===== config.mk =====
export PLATFORM = sky130hd
export DESIGN_NAME = unidade_controle_param
export DESIGN_NICKNAME = d
export VERILOG_FILES = /design/src/rtl/unidade_controle_param_pkg.sv /design/src/rtl/unidade_controle_param_contador_limite.sv /design/src/rtl/unidade_controle_param.sv
export SDC_FILE = /design/constraint.sdc
export NUM_CORES = 1
export LEC_CHECK = 0
export ABC_CLOCK_PERIOD_IN_PS = 2950
export BUFFER_PORTS_ARGS = -buffer_cell sky130_fd_sc_hd__clkbuf_2
export CORE_ASPECT_RATIO = 1.25
export CORE_MARGIN = 1.5
export CORE_UTILIZATION = 30
export DETAILED_ROUTE_END_ITERATION = 10
export PLACE_DENSITY = 0.58
export SETUP_SLACK_MARGIN = 0.05
export SYNTH_ARGS = -nofsm -noshare
export SYNTH_HDL_FRONTEND = slang
export SYNTH_SLANG_ARGS = --single-unit

===== constraint.sdc =====
create_clock -name clock -period 2.95 [get_ports clock]
set_clock_uncertainty 0.1 [all_clocks]
set_input_delay 0.885 -clock clock [delete_from_list [all_inputs] [get_ports clock]]
set_output_delay 0.885 -clock clock [all_outputs]
set_load 0.05 [all_outputs]

===== src/rtl/unidade_controle_param_pkg.sv =====
// Shared definitions for the memory-game control unit: state codes and timer sizing.
package unidade_controle_pkg;

    typedef enum logic [4:0] {
        ST_INICIAL         = 5'h00,
        ST_PREPARA         = 5'h01,
        ST_INICIO_RODADA   = 5'h02,
        ST_MOSTRA          = 5'h03,
        ST_APAGA           = 5'h04,
        ST_INICIO_JOGADA   = 5'h05,
        ST_ESPERA_JOGADA   = 5'h06,
        ST_REGISTRA        = 5'h07,
        ST_COMPARA         = 5'h08,
        ST_FEEDBACK        = 5'h09,
        ST_ESPERA_GRAVACAO = 5'h0A,
        ST_GRAVA           = 5'h0B,
        ST_MOSTRA_GRAVACAO = 5'h0C,
        ST_PERDE_VIDA      = 5'h0D,
        ST_GANHOU          = 5'h0E,
        ST_PERDEU          = 5'h0F,
        ST_TIMEOUT         = 5'h10
    } estado_t;

    // Bits needed to hold (longest interval - 1); never narrower than one bit.
    function automatic int timer_w(input int a, input int b, input int c);
        int m;
        m = a;
        if (b > m) m = b;
        if (c > m) m = c;
        if (m < 2) return 1;
        return $clog2(m);
    endfunction

endpackage


===== src/rtl/unidade_controle_param_contador_limite.sv =====
// Up-counter with synchronous clear/enable and an equality flag against a moving limit.
module contador_limite #(
    parameter int W = 8
) (
    input  logic         clock,
    input  logic         reset_n,
    input  logic         i_zera,
    input  logic         i_conta,
    input  logic [W-1:0] i_limite,
    output logic         o_fim
);

    logic [W-1:0] r_valor;

    always_ff @(posedge clock or negedge reset_n) begin
        if (!reset_n) begin
            r_valor <= '0;
        end else if (i_zera) begin
            r_valor <= '0;
        end else if (i_conta) begin
            r_valor <= r_valor + W'(1);
        end
    end

    assign o_fim = (r_valor == i_limite);

endmodule


===== src/rtl/unidade_controle_param.sv =====
// Memory-game control unit: sequencing FSM plus address, round, lives and timer counters.
//
// state              | meaning
// inicial (00)       | idle, wait for iniciar
// prepara (01)       | latch round limit and speed, reset counters
// inicio_rodada (02) | dark gap before showing the sequence
// mostra (03)        | memory element lit
// apaga (04)         | dark gap between shown elements
// inicio_jogada (05) | rewind address for the player
// espera_jogada (06) | waiting for a move, timed
// registra (07)      | load move register
// compara (08)       | latch compare result
// feedback (09)      | player move lit, then branch
// espera_grav. (0A)  | waiting for an appended element, timed
// grava (0B)         | write appended element
// mostra_grav. (0C)  | appended element lit
// perde_vida (0D)    | spend a life
// ganhou/perdeu/timeout (0E/0F/10) | terminal, wait for iniciar
module unidade_controle_param
    import unidade_controle_pkg::*;
#(
    parameter int ADDR_W      = 4,
    parameter int SHOW_CYC    = 500,
    parameter int GAP_CYC     = 250,
    parameter int TIMEOUT_CYC = 5000,
    parameter int LIVES       = 3,
    parameter int LIVES_W     = 2
) (
    input  logic              clock,
    input  logic              reset_n,
    input  logic              iniciar,
    input  logic              jogada_feita,
    input  logic              jogada_correta,
    input  logic              modo_grava,
    input  logic              nivel_tempo,
    input  logic [ADDR_W-1:0] limite_rodadas,
    output logic [ADDR_W-1:0] endereco,
    output logic [ADDR_W-1:0] rodada,
    output logic              registraR,
    output logic              gravaM,
    output logic              ativa_leds_mem,
    output logic              ativa_leds_jog,
    output logic              vez_jogador,
    output logic              nova_jogada,
    output logic              ganhou,
    output logic              perdeu,
    output logic              pronto,
    output logic              timeout,
    output logic [LIVES_W-1:0] vidas,
    output logic [4:0]        db_estado
);

    localparam int TW = timer_w(SHOW_CYC, GAP_CYC, TIMEOUT_CYC);
    localparam logic [TW-1:0] L_SHOW    = TW'(SHOW_CYC - 1);
    localparam logic [TW-1:0] L_GAP     = TW'(GAP_CYC - 1);
    localparam logic [TW-1:0] L_TO_FULL = TW'(TIMEOUT_CYC - 1);
    localparam logic [TW-1:0] L_TO_HALF = TW'(TIMEOUT_CYC / 2 - 1);
    localparam logic [ADDR_W-1:0]  UM_A = ADDR_W'(1);
    localparam logic [LIVES_W-1:0] UM_V = LIVES_W'(1);

    estado_t r_estado;
    estado_t w_prox;

    logic [ADDR_W-1:0]  r_endereco;
    logic [ADDR_W-1:0]  r_rodada;
    logic [ADDR_W-1:0]  r_limite;
    logic [LIVES_W-1:0] r_vidas;
    logic               r_nivel;
    logic               r_ok;
    logic               r_ultimo;
    logic               r_timeout_pend;

    logic          w_fim;
    logic          w_conta;
    logic          w_zera;
    logic [TW-1:0] w_lim;

    // Per-state interval; the timer restarts on every state change.
    always_comb begin
        w_lim   = '0;
        w_conta = 1'b0;
        case (r_estado)
            ST_MOSTRA, ST_FEEDBACK, ST_MOSTRA_GRAVACAO: begin
                w_lim   = L_SHOW;
                w_conta = 1'b1;
            end
            ST_INICIO_RODADA, ST_APAGA: begin
                w_lim   = L_GAP;
                w_conta = 1'b1;
            end
            ST_ESPERA_JOGADA, ST_ESPERA_GRAVACAO: begin
                w_lim   = r_nivel ? L_TO_HALF : L_TO_FULL;
                w_conta = 1'b1;
            end
            default: begin
                w_lim   = '0;
                w_conta = 1'b0;
            end
        endcase
    end

    assign w_zera = (w_prox != r_estado);

    contador_limite #(.W(TW)) u_timer (
        .clock    (clock),
        .reset_n  (reset_n),
        .i_zera   (w_zera),
        .i_conta  (w_conta),
        .i_limite (w_lim),
        .o_fim    (w_fim)
    );

    always_ff @(posedge clock or negedge reset_n) begin
        if (!reset_n) begin
            r_estado <= ST_INICIAL;
        end else begin
            r_estado <= w_prox;
        end
    end

    always_comb begin
        w_prox = r_estado;
        case (r_estado)
            ST_INICIAL:       if (iniciar) w_prox = ST_PREPARA;
            ST_PREPARA:       w_prox = ST_INICIO_RODADA;
            ST_INICIO_RODADA: if (w_fim) w_prox = ST_MOSTRA;
            ST_MOSTRA: begin
                if (w_fim) w_prox = (r_endereco == r_rodada) ? ST_INICIO_JOGADA : ST_APAGA;
            end
            ST_APAGA:         if (w_fim) w_prox = ST_MOSTRA;
            ST_INICIO_JOGADA: w_prox = ST_ESPERA_JOGADA;
            ST_ESPERA_JOGADA: begin
                if (w_fim)             w_prox = ST_PERDE_VIDA;
                else if (jogada_feita) w_prox = ST_REGISTRA;
            end
            ST_REGISTRA:      w_prox = ST_COMPARA;
            ST_COMPARA:       w_prox = ST_FEEDBACK;
            ST_FEEDBACK: begin
                if (w_fim) begin
                    if (!r_ok)                     w_prox = ST_PERDE_VIDA;
                    else if (!r_ultimo)            w_prox = ST_ESPERA_JOGADA;
                    else if (r_rodada == r_limite) w_prox = ST_GANHOU;
                    else if (modo_grava)           w_prox = ST_ESPERA_GRAVACAO;
                    else                           w_prox = ST_INICIO_RODADA;
                end
            end
            ST_ESPERA_GRAVACAO: begin
                if (w_fim)             w_prox = ST_PERDE_VIDA;
                else if (jogada_feita) w_prox = ST_GRAVA;
            end
            ST_GRAVA:           w_prox = ST_MOSTRA_GRAVACAO;
            ST_MOSTRA_GRAVACAO: if (w_fim) w_prox = ST_INICIO_JOGADA;
            ST_PERDE_VIDA: begin
                if (r_vidas == UM_V) w_prox = r_timeout_pend ? ST_TIMEOUT : ST_PERDEU;
                else                 w_prox = ST_INICIO_RODADA;
            end
            ST_GANHOU, ST_PERDEU, ST_TIMEOUT: if (iniciar) w_prox = ST_PREPARA;
            default:          w_prox = ST_INICIAL;
        endcase
    end

    always_ff @(posedge clock or negedge reset_n) begin
        if (!reset_n) begin
            r_endereco     <= '0;
            r_rodada       <= '0;
            r_limite       <= '0;
            r_vidas        <= LIVES_W'(LIVES);
            r_nivel        <= 1'b0;
            r_ok           <= 1'b0;
            r_ultimo       <= 1'b0;
            r_timeout_pend <= 1'b0;
        end else begin
            case (r_estado)
                ST_PREPARA: begin
                    r_limite       <= limite_rodadas;
                    r_nivel        <= nivel_tempo;
                    r_rodada       <= '0;
                    r_endereco     <= '0;
                    r_vidas        <= LIVES_W'(LIVES);
                    r_timeout_pend <= 1'b0;
                end
                ST_INICIO_RODADA, ST_INICIO_JOGADA: r_endereco <= '0;
                ST_APAGA: if (w_fim) r_endereco <= r_endereco + UM_A;
                ST_COMPARA: begin
                    r_ok     <= jogada_correta;
                    r_ultimo <= (r_endereco == r_rodada);
                end
                ST_FEEDBACK: begin
                    if (w_fim && r_ok) begin
                        if (!r_ultimo)                 r_endereco <= r_endereco + UM_A;
                        else if (r_rodada == r_limite) r_rodada   <= r_rodada;
                        else if (modo_grava)           r_endereco <= r_rodada + UM_A;
                        else                           r_rodada   <= r_rodada + UM_A;
                    end
                end
                ST_ESPERA_JOGADA, ST_ESPERA_GRAVACAO: if (w_fim) r_timeout_pend <= 1'b1;
                ST_GRAVA: r_rodada <= r_rodada + UM_A;
                ST_PERDE_VIDA: begin
                    r_vidas <= r_vidas - UM_V;
                    if (r_vidas != UM_V) r_timeout_pend <= 1'b0;
                end
                default: r_ok <= r_ok;
            endcase
        end
    end

    always_comb begin
        registraR      = 1'b0;
        gravaM         = 1'b0;
        ativa_leds_mem = 1'b0;
        ativa_leds_jog = 1'b0;
        vez_jogador    = 1'b0;
        nova_jogada    = 1'b0;
        ganhou         = 1'b0;
        perdeu         = 1'b0;
        pronto         = 1'b0;
        timeout        = 1'b0;
        case (r_estado)
            ST_MOSTRA, ST_MOSTRA_GRAVACAO: ativa_leds_mem = 1'b1;
            ST_FEEDBACK:        ativa_leds_jog = 1'b1;
            ST_ESPERA_JOGADA:   vez_jogador    = 1'b1;
            ST_ESPERA_GRAVACAO: nova_jogada    = 1'b1;
            ST_REGISTRA:        registraR      = 1'b1;
            ST_GRAVA: begin
                registraR = 1'b1;
                gravaM    = 1'b1;
            end
            ST_GANHOU: begin
                ganhou = 1'b1;
                pronto = 1'b1;
            end
            ST_PERDEU: begin
                perdeu = 1'b1;
                pronto = 1'b1;
            end
            ST_TIMEOUT: begin
                perdeu  = 1'b1;
                timeout = 1'b1;
                pronto  = 1'b1;
            end
            default: registraR = 1'b0;
        endcase
    end

    assign endereco  = r_endereco;
    assign rodada    = r_rodada;
    assign vidas     = r_vidas;
    assign db_estado = r_estado;

endmodule


---- Yosys cells after proc, flatten, opt, wreduce, memory -nomap -nowiden ----
Index checks and enable logic that the tools add are counted.
operators by class
  reduce and logical (&&, ||, !) cells .... 20
  multiplexer cells ....................... 47
  equality and inequality tests ........... 31
  $add $sub $neg .......................... 4
operators by type and width
  operator                 count
  $pmux W5 S13             1
  $mux W5                  11
  $mux W4                  13
  $eq A5 B4 Y1 const B     8
  $mux W13                 3
  $pmux W13 S3             1
  $pmux W4 S3              2
  $eq A5 B3 Y1 const B     4
  $mux W1                  14
  $ne A2 B2 Y1 const B     7
  $add A13 B1 Y13 const B  1
  $eq A13 B13 Y1           1
  $eq A5 B2 Y1 const B     2
  $reduce_and A5 Y1        2
  $reduce_or A2 Y1         5
  $reduce_bool A3 Y1       3
  $reduce_or A3 Y1         3
  $add A4 B1 Y4 const B    2
  $eq A4 B4 Y1             2
  $reduce_or A7 Y1         1
  $ne A3 B3 Y1 const B     2
  $eq A5 B1 Y1 const B     1
  $eq A5 B5 Y1 const B     1
  $logic_not A5 Y1         1
  other kinds (10)         11
storage, ports and cells
  flip-flop bits (word level) ............. 36
  word-level logic and storage cells ...... 112

---- Logic depth before layout (Yosys ltp) ----
Gate-level depths: netlist of the first run.
  depth in word-level cells ............... 8
  depth in mapped cells ................... 11

---- Hierarchy ----
A second synthesis of the first run with hierarchy kept.
second synthesis, totals
  cells, all modules ...................... 304
  area, all modules ....................... 2672.6 µm²
by module, submodules not included
  module                  cells an instance  instances  area each (µm²)
  unidade_controle_param  224                1          1856.8
  contador_limite         80                 1          815.8

---- Worst setup path before layout of the first run ----
Ideal clock, no wire load.
  path kind ............................... reg-to-reg
  start ................................... reg r_estado[2] (netlist: db_estado[2])
  end ..................................... reg u_timer.r_valor[1]
  stages on the path, launching flop included .. 9
  clock period less this slack ............ 3.710 ns
  buffers on the path ..................... 2
  library setup time ...................... 0.122 ns
  setup slack ............................. -0.760 ns
  data arrival time ....................... 3.488 ns
  data required time ...................... 2.728 ns
  cells stage by stage .................... dfrtp_1 -> buf_4 -> clkbuf_1 -> inv_1 -> nor3_1 -> nor4_1 -> a21oi_1 -> a211oi_4 -> a2111oi_1
between the ends
  longest elaborated chain between the ends .. 8
RTL lines
  item                                                         RTL line                                                     RTL
  start: declaration                                           unidade_controle_param.sv:61                                 estado_t r_estado;
  start signal: assignment                                     unidade_controle_param.sv:117                                r_estado <= w_prox;
  $eq A5 B4 Y1 (tied with other cells)                         unidade_controle_param.sv:82, unidade_controle_param.sv:123
  $reduce_or A3 Y1 / $reduce_or A2 Y1 (equally long branches)  --
  $pmux W13 S3                                                 unidade_controle_param.sv:82                                 case (r_estado)
  $eq A13 B13 Y1                                               unidade_controle_param_contador_limite.sv:25                 assign o_fim = (r_valor == i_limite);
  $mux W5 (tied with other cells)                              unidade_controle_param.sv:152                                ST_MOSTRA_GRAVACAO: if (w_fim) w_prox = ST_INICIO_JOGADA;
  $pmux W5 S13                                                 unidade_controle_param.sv:123                                case (r_estado)
  $ne A5 B5 Y1                                                 unidade_controle_param.sv:102                                assign w_zera = (w_prox != r_estado);
  $mux W13 / $reduce_bool A2 Y1 (equally long branches)        --
  end signal: assignment                                       unidade_controle_param_contador_limite.sv:21                 r_valor <= r_valor + W'(1);
  end: declaration                                             unidade_controle_param_contador_limite.sv:13                 logic [W-1:0] r_valor;
Parallel ways exist; a longest one is shown, timed or not.
A chain may end at the register's enable or synchronous reset.

---- Final worst setup path of the first run ----
  start ................................... reg r_estado[0] (netlist: db_estado[0])
  end ..................................... reg u_timer.r_valor[6]
Same word-level chain as after synthesis.

==> results of run 1 <==
## cell type report
class	count	share of cell area, %
timing repair buffer	106	19.3
inverter	13	1.14
multi-input combinational	265	50.9
sequential	36	21.2
clock inverter	2	0.816
tap	126	3.67
clock buffer	6	3.00
## repair_timing
action                     CTS  global route
buffers inserted            17             7
setup endpoints to repair   22            26
pin swaps                    5            10
resized for setup           42            37
hold buffers                 0             0
hold endpoints to repair     0             0
cloned                       0             0
## flip-flops by register name, indices dropped and copies added, names as in the netlist
signal	count
db_estado	5
r_nivel	1
endereco	4
vidas	2
rodada	4
r_limite	4
u_timer.r_valor	13
r_ultimo	1
r_timeout_pend	1
r_ok	1
## worst min-delay path, delay by kind of cell (launching register included)
| kind | cells | cell delay, ns |
|---|---|---|
| compound gates | 1 | 0.05 |
| simple gates | 1 | 0.10 |
| flops | 1 | 0.38 |
## kinds of logic after synthesis
family	after synthesis
xor+xnor	26
buf+inv	34
fa+ha+maj	4
simple gates	132
flops	36
compound gates	92
mux	11
## synthesized netlist by cell type, types with 4 or more instances
library cell and number:
dfrtp_1 34, nand2_1 32, nor2_1 24, a21oi_1 13, inv_1 13, xnor2_1 13, xor2_1 13, nand3_1 12
a211oi_1 11, o21ai_0 10, clkbuf_1 9, a31oi_1 8, mux2_2 7, nand4_1 7, nor3_1 7, nor2b_1 6
o22ai_1 6, buf_2 5, nand2b_1 5, a21o_1 4, and3_1 4, and4_1 4, ha_1 4, nor4_1 4
## path summary, 6_finish.rpt
check	to	slack, ns	cells past startpoint
setup / recovery	u_timer.r_valor[6]	-0.08	11
hold / removal	vidas[1]	0.42	2
setup reg to reg	u_timer.r_valor[6]	-0.08	11
hold reg to reg	vidas[1]	0.42	2
max in group asynchronous	u_timer.r_valor[5]	1.62	2
min in group asynchronous	r_timeout_pend	0.49	1
## report_power, final
group          internal (mW)  switching [mW]  leakage (nW)
clock                  0.398           0.211        0.0808
sequential             0.623           0.166         0.465
combinational           1.83            2.31          1.26
total                   2.85            2.69          1.80
## routing by layer
layer	vias up	wire length (microns)	track usage, %
met2	77	5180	35.3
met3	21	290	2.67
li1	1421	-	-
met1	1482	3730	21.1
met5	-	0	0
met4	0	304	9.38
==> out/metrics.csv, run 1 <==
metric;value;unit
synth.distinct_cells;71;
clockBufferDepth;2;
routedWlPerCell;17.1;microns
synth_top_family_by_area;compound AO/OA/AOI/OAI gates;
ant_nets;0;
powerDensity;1290;nW/um^2
placementRows;40;
drt_wl_total;9500;microns
utilization;44.9;%
muxShareOfSynthArea;4.20;%
seq_area;910;sq um
synth_top_area_cell;dfrtp_1;
grt_pass1_vias;3065;
initial_core_util;30.8;%
grt_start_max_net_pins;22;
grt_use_total;19.0;%
rsz0062_at_grt;yes;
n_antenna_cell;0;
area_growth;45.8;%
crit_required;3.05;ns
cp-startpoint;db_estado[0];
startpoint_type;flop;
p_total;5.54;mW
drt-pass1-iter-count;4;
critPathSlowestCell;or4bb_1;
core_area;9560;sq um
fin_crit;3.03;ns
clkSlewWorstSetupHoldPaths;0.06;ns
synth_xor_area_share;7.73;%
gr-total-overflow;0;
fin_crit_sh;103;%
dr.first_iter.drc_count;156;
setup_viol;12;
route.detailed.drc;0;
cts_htree_levels;2;
hp-class;reg2reg;
final_nets;442;
synthAdderAreaFrac;1.70;%
critPathMaxFanout;8;
worstHoldStart;vidas[1];
layout_common_cells;buf_4, nand2_1, dfrtp_1, clkbuf_2, nor2_1;
cts-root-buf;clkbuf_16;
max_freq;330;MHz
vias;3001;
fill_cells;903;
ioPinCount;36;
finalHoldViolations;0;
vdd_ir_drop_max;711;uV
yosys_warnings;0;
hpwl;6670;microns
cts_num_sinks;36;
cp_top_family;simple AND/OR/NAND/NOR gates;
die_y;114;microns
violations;setup timing;
synth_compound_area_share;25.3;%
drive_above_1_share;43.7;%
cts_tree;yes;
placedCellCount;523;
crit_arrival;3.13;ns
maxSlewViolCount;0;
fin_area;4300;sq um
netlist_area;2950;sq um
tightest_slew;0.579;ns
insertion_delay;0.28;ns
syn-instance-count;335;
slew_headroom;61.4;%
avgSynthCellArea;8.80;sq um
die_w;91.6;microns
mostFrequentLayoutCell;buf_4;
path_cells;buf_6 > buf_6 > or4bb_1 > o221a_4 > nor3_4 > and2_4 > buf_6 > mux2_4 > o221a_4 > buf_6 > a211oi_2;
holdWs;0.425;ns
setup_tns;-0.532;ns
final-instance-count-excl-fill;554;
maxCapViolCount;0;
crit_top_cell;buf_6;
pre_cts_slack;-0.214;ns
worst_r2r_startpoint;db_estado[0];
syn-num-nets;350;
setup_slack;-0.0808;ns
cpPeakStageDelay;0.54;ns
synth_top_cell_area_share;28.9;%
critical_path_class;reg2reg;
synth_edf_count;0;
grt_pass1_wl;15700;microns
synth_simple_gate_area_share;24.6;%
post_dp_cell_area;3610;sq um
cp-end-kind;flop;
multi_input_area;2190;sq um
yosysSeqAreaShare;30.7;%
yosys_most_used_dff;dfrtp_1;
synth_area_leaders;dfrtp_1, nand2_1, xnor2_1, xor2_1, nor2_1;
status;finished with violations;
p_leak;1.80;nW
gp_congestion;0.862;
crit_buf_inv;4;
numPortBuffers;35;
synthArstFlopShare;100;%
cts_buffers;5;
ys_seq_elements;36;
dieArea;10400;sq um
routed_via_density;5.42;
antenna_found_initial;0;
Power figures use the tool's default switching activity.
==> inputs of run 2 (changes only) <==
--- a/config.mk
+++ b/config.mk
@@ -6,12 +6,12 @@
 export NUM_CORES = 1
 export LEC_CHECK = 0
 export ABC_CLOCK_PERIOD_IN_PS = 2950
-export BUFFER_PORTS_ARGS = -buffer_cell sky130_fd_sc_hd__clkbuf_2
 export CORE_ASPECT_RATIO = 1.25
 export CORE_MARGIN = 1.5
 export CORE_UTILIZATION = 30
 export DETAILED_ROUTE_END_ITERATION = 10
-export PLACE_DENSITY = 0.58
+export DONT_BUFFER_PORTS = 1
+export PLACE_DENSITY = 0.55
 export SETUP_SLACK_MARGIN = 0.05
 export SYNTH_ARGS = -nofsm -noshare
 export SYNTH_HDL_FRONTEND = slang
==> out/metrics.csv, run 2 (synthesis gave the netlist of run 1 again) <==
metric;value;unit
status;finished with violations;
violations;setup timing;
numPortBuffers;0;
fill_cells;932;
route.detailed.drc;0;
critPathMaxFanout;7;
seq_power_share;14.8;%
vias;2853;
largest_reg_flops;13;
mostFrequentLayoutCell;buf_4;
crit_end;u_timer.r_valor[12];
layout_common_cells;buf_4, nand2_1, dfrtp_1, nor2_1;
final_nets;405;
drive_above_1_share;36.3;%
fin_crit_sh;102;%
dieArea;10400;sq um
top_register;u_timer.r_valor;
utilization;42.4;%
met2_usage;31.9;%
grt_pass1_vias;2823;
p_leak;1.63;nW
ant_nets;0;
finalHoldViolations;0;
critPathSlowestCell;or4bb_1;
maxSlewViolCount;0;
clockBufferDepth;2;
startpoint_type;flop;
setup_tns;-0.225;ns
use_met1;20.9;%
cts_buffers;5;
cpPeakStageDelay;0.54;ns
netSwitchingPower;2.52;mW
powerDensity;1260;nW/um^2
fin_crit;3.01;ns
cts_num_sinks;36;
hpwl;6710;microns
fin_area;4050;sq um
vdd_ir_drop_max;1050;uV
crit_arrival;3.11;ns
p_comb_share;73.1;%
p_sw_share;49.3;%
gr-total-overflow;0;
cts-root-buf;clkbuf_16;
post_dp_cell_area;3550;sq um
cp_top_family;simple AND/OR/NAND/NOR gates;
cts_htree_levels;2;
holdBufCountCts;0;
rr_worst_depth;10;
cp-startpoint;db_estado[2];
drt_wl_total;9230;microns
met3_usage;3.13;%
hp-class;in2async;
routedWlPerCell;17.8;microns
cts_tree;yes;
ioPinCount;36;
n_antenna_cell;0;
pre_cts_slack;-0.0506;ns
crit_required;3.05;ns
grt_pass1_wl;14500;microns
critical_path_class;reg2reg;
crit_buf_inv;2;
insertion_delay;0.28;ns
worst_r2r_startpoint;db_estado[2];
maxCapViolCount;0;
r2r-end;u_timer.r_valor[12];
grt_use_total;17.5;%
antenna_found_initial;0;
setup_slack;-0.0611;ns
initial_core_util;30.8;%
path_cells;buf_6 > xnor2_4 > or4bb_1 > o221a_4 > nor3_4 > and2_4 > mux2_4 > o221a_4 > buf_6 > a211oi_2;
gr-max-usage-layer;met2;
gp_congestion;0.845;
die_y;114;microns
placementRows;40;
rsz0062_at_grt;yes;
cp-end-kind;flop;
intPower;2.59;mW
die_w;91.6;microns
slew_headroom;62.7;%
holdWs;0.190;ns
clkSlewWorstSetupHoldPaths;0.06;ns
r2r_slack;-0.06;ns
clockPowerShare;12.1;%
drt-pass1-iter-count;4;
routed_via_density;5.52;
core_area;9560;sq um
setup_viol;7;
tightest_slew;0.554;ns
area_growth;37.4;%
grt_start_max_net_pins;37;
max_freq;332;MHz
dr.first_iter.drc_count;162;
crit_cells;10;
-- run 2: cell types whose count changed in the layout (fill, tap and decap cells not counted), sizes merged --
cell and change:
clkinvlp +1, buf -7, clkbuf -31
-- run 2: layout make-up --
class	count	area, sq um	area share [%]
clock inverters	3	42.5	1.05
clock buffers	5	125	3.09
flip-flops and latches	36	910	22.5
repair buffers	69	638	15.8
inverters	13	48.8	1.21
multi-input cells	265	2130	52.5
well taps	126	158	3.89
-- run 2: power by group through the flow --
| stage | Sequential [mW] | Clock (mW) | Combinational, mW |
|---|---|---|---|
| CTS | 0.766 | 0.626 | 3.36 |
| detailed placement | 0.786 | 0 | 3.13 |
| finish | 0.758 | 0.617 | 3.74 |
| global placement | 0.781 | 0 | 3.10 |
| global route | 0.771 | 0.639 | 3.98 |
| floorplan | 0.906 | 0 | 2.10 |
-- run 2: worst min path at each step --
stage               slack [ns]                  to  cells after the start        start
detailed placement        0.42         r_limite[2]                      1  r_limite[2]
CTS                       0.19        db_estado[4]                      0      reset_n
global placement          0.41         r_limite[2]                      1  r_limite[2]
global route              0.18  u_timer.r_valor[8]                      0      reset_n
floorplan                 0.40         r_limite[0]                      1  r_limite[0]
finish                    0.19        db_estado[4]                      0      reset_n
-- run 2: timing repair --
item,CTS,global route
setup buffers,5,7
pin swaps,0,9
endpoints found under the setup margin,17,22
resized for setup,22,27
-- run 2: per-stage QoR --
step / power (mW) / cells
2_1_floorplan: 3.00 / 335
3_5_place_dp: 3.92 / 497
5_1_grt: 5.40 / 517
4_1_cts: 4.75 / 510
3_3_place_gp: 3.88 / 497
6_report: 5.11 / 517
-- run 2: layer usage --
metal	wire [microns]	vias to the layer above
met4	193	0
met2	4800	63
li1	-	1365
met5	0	-
met3	418	17
met1	3810	1408
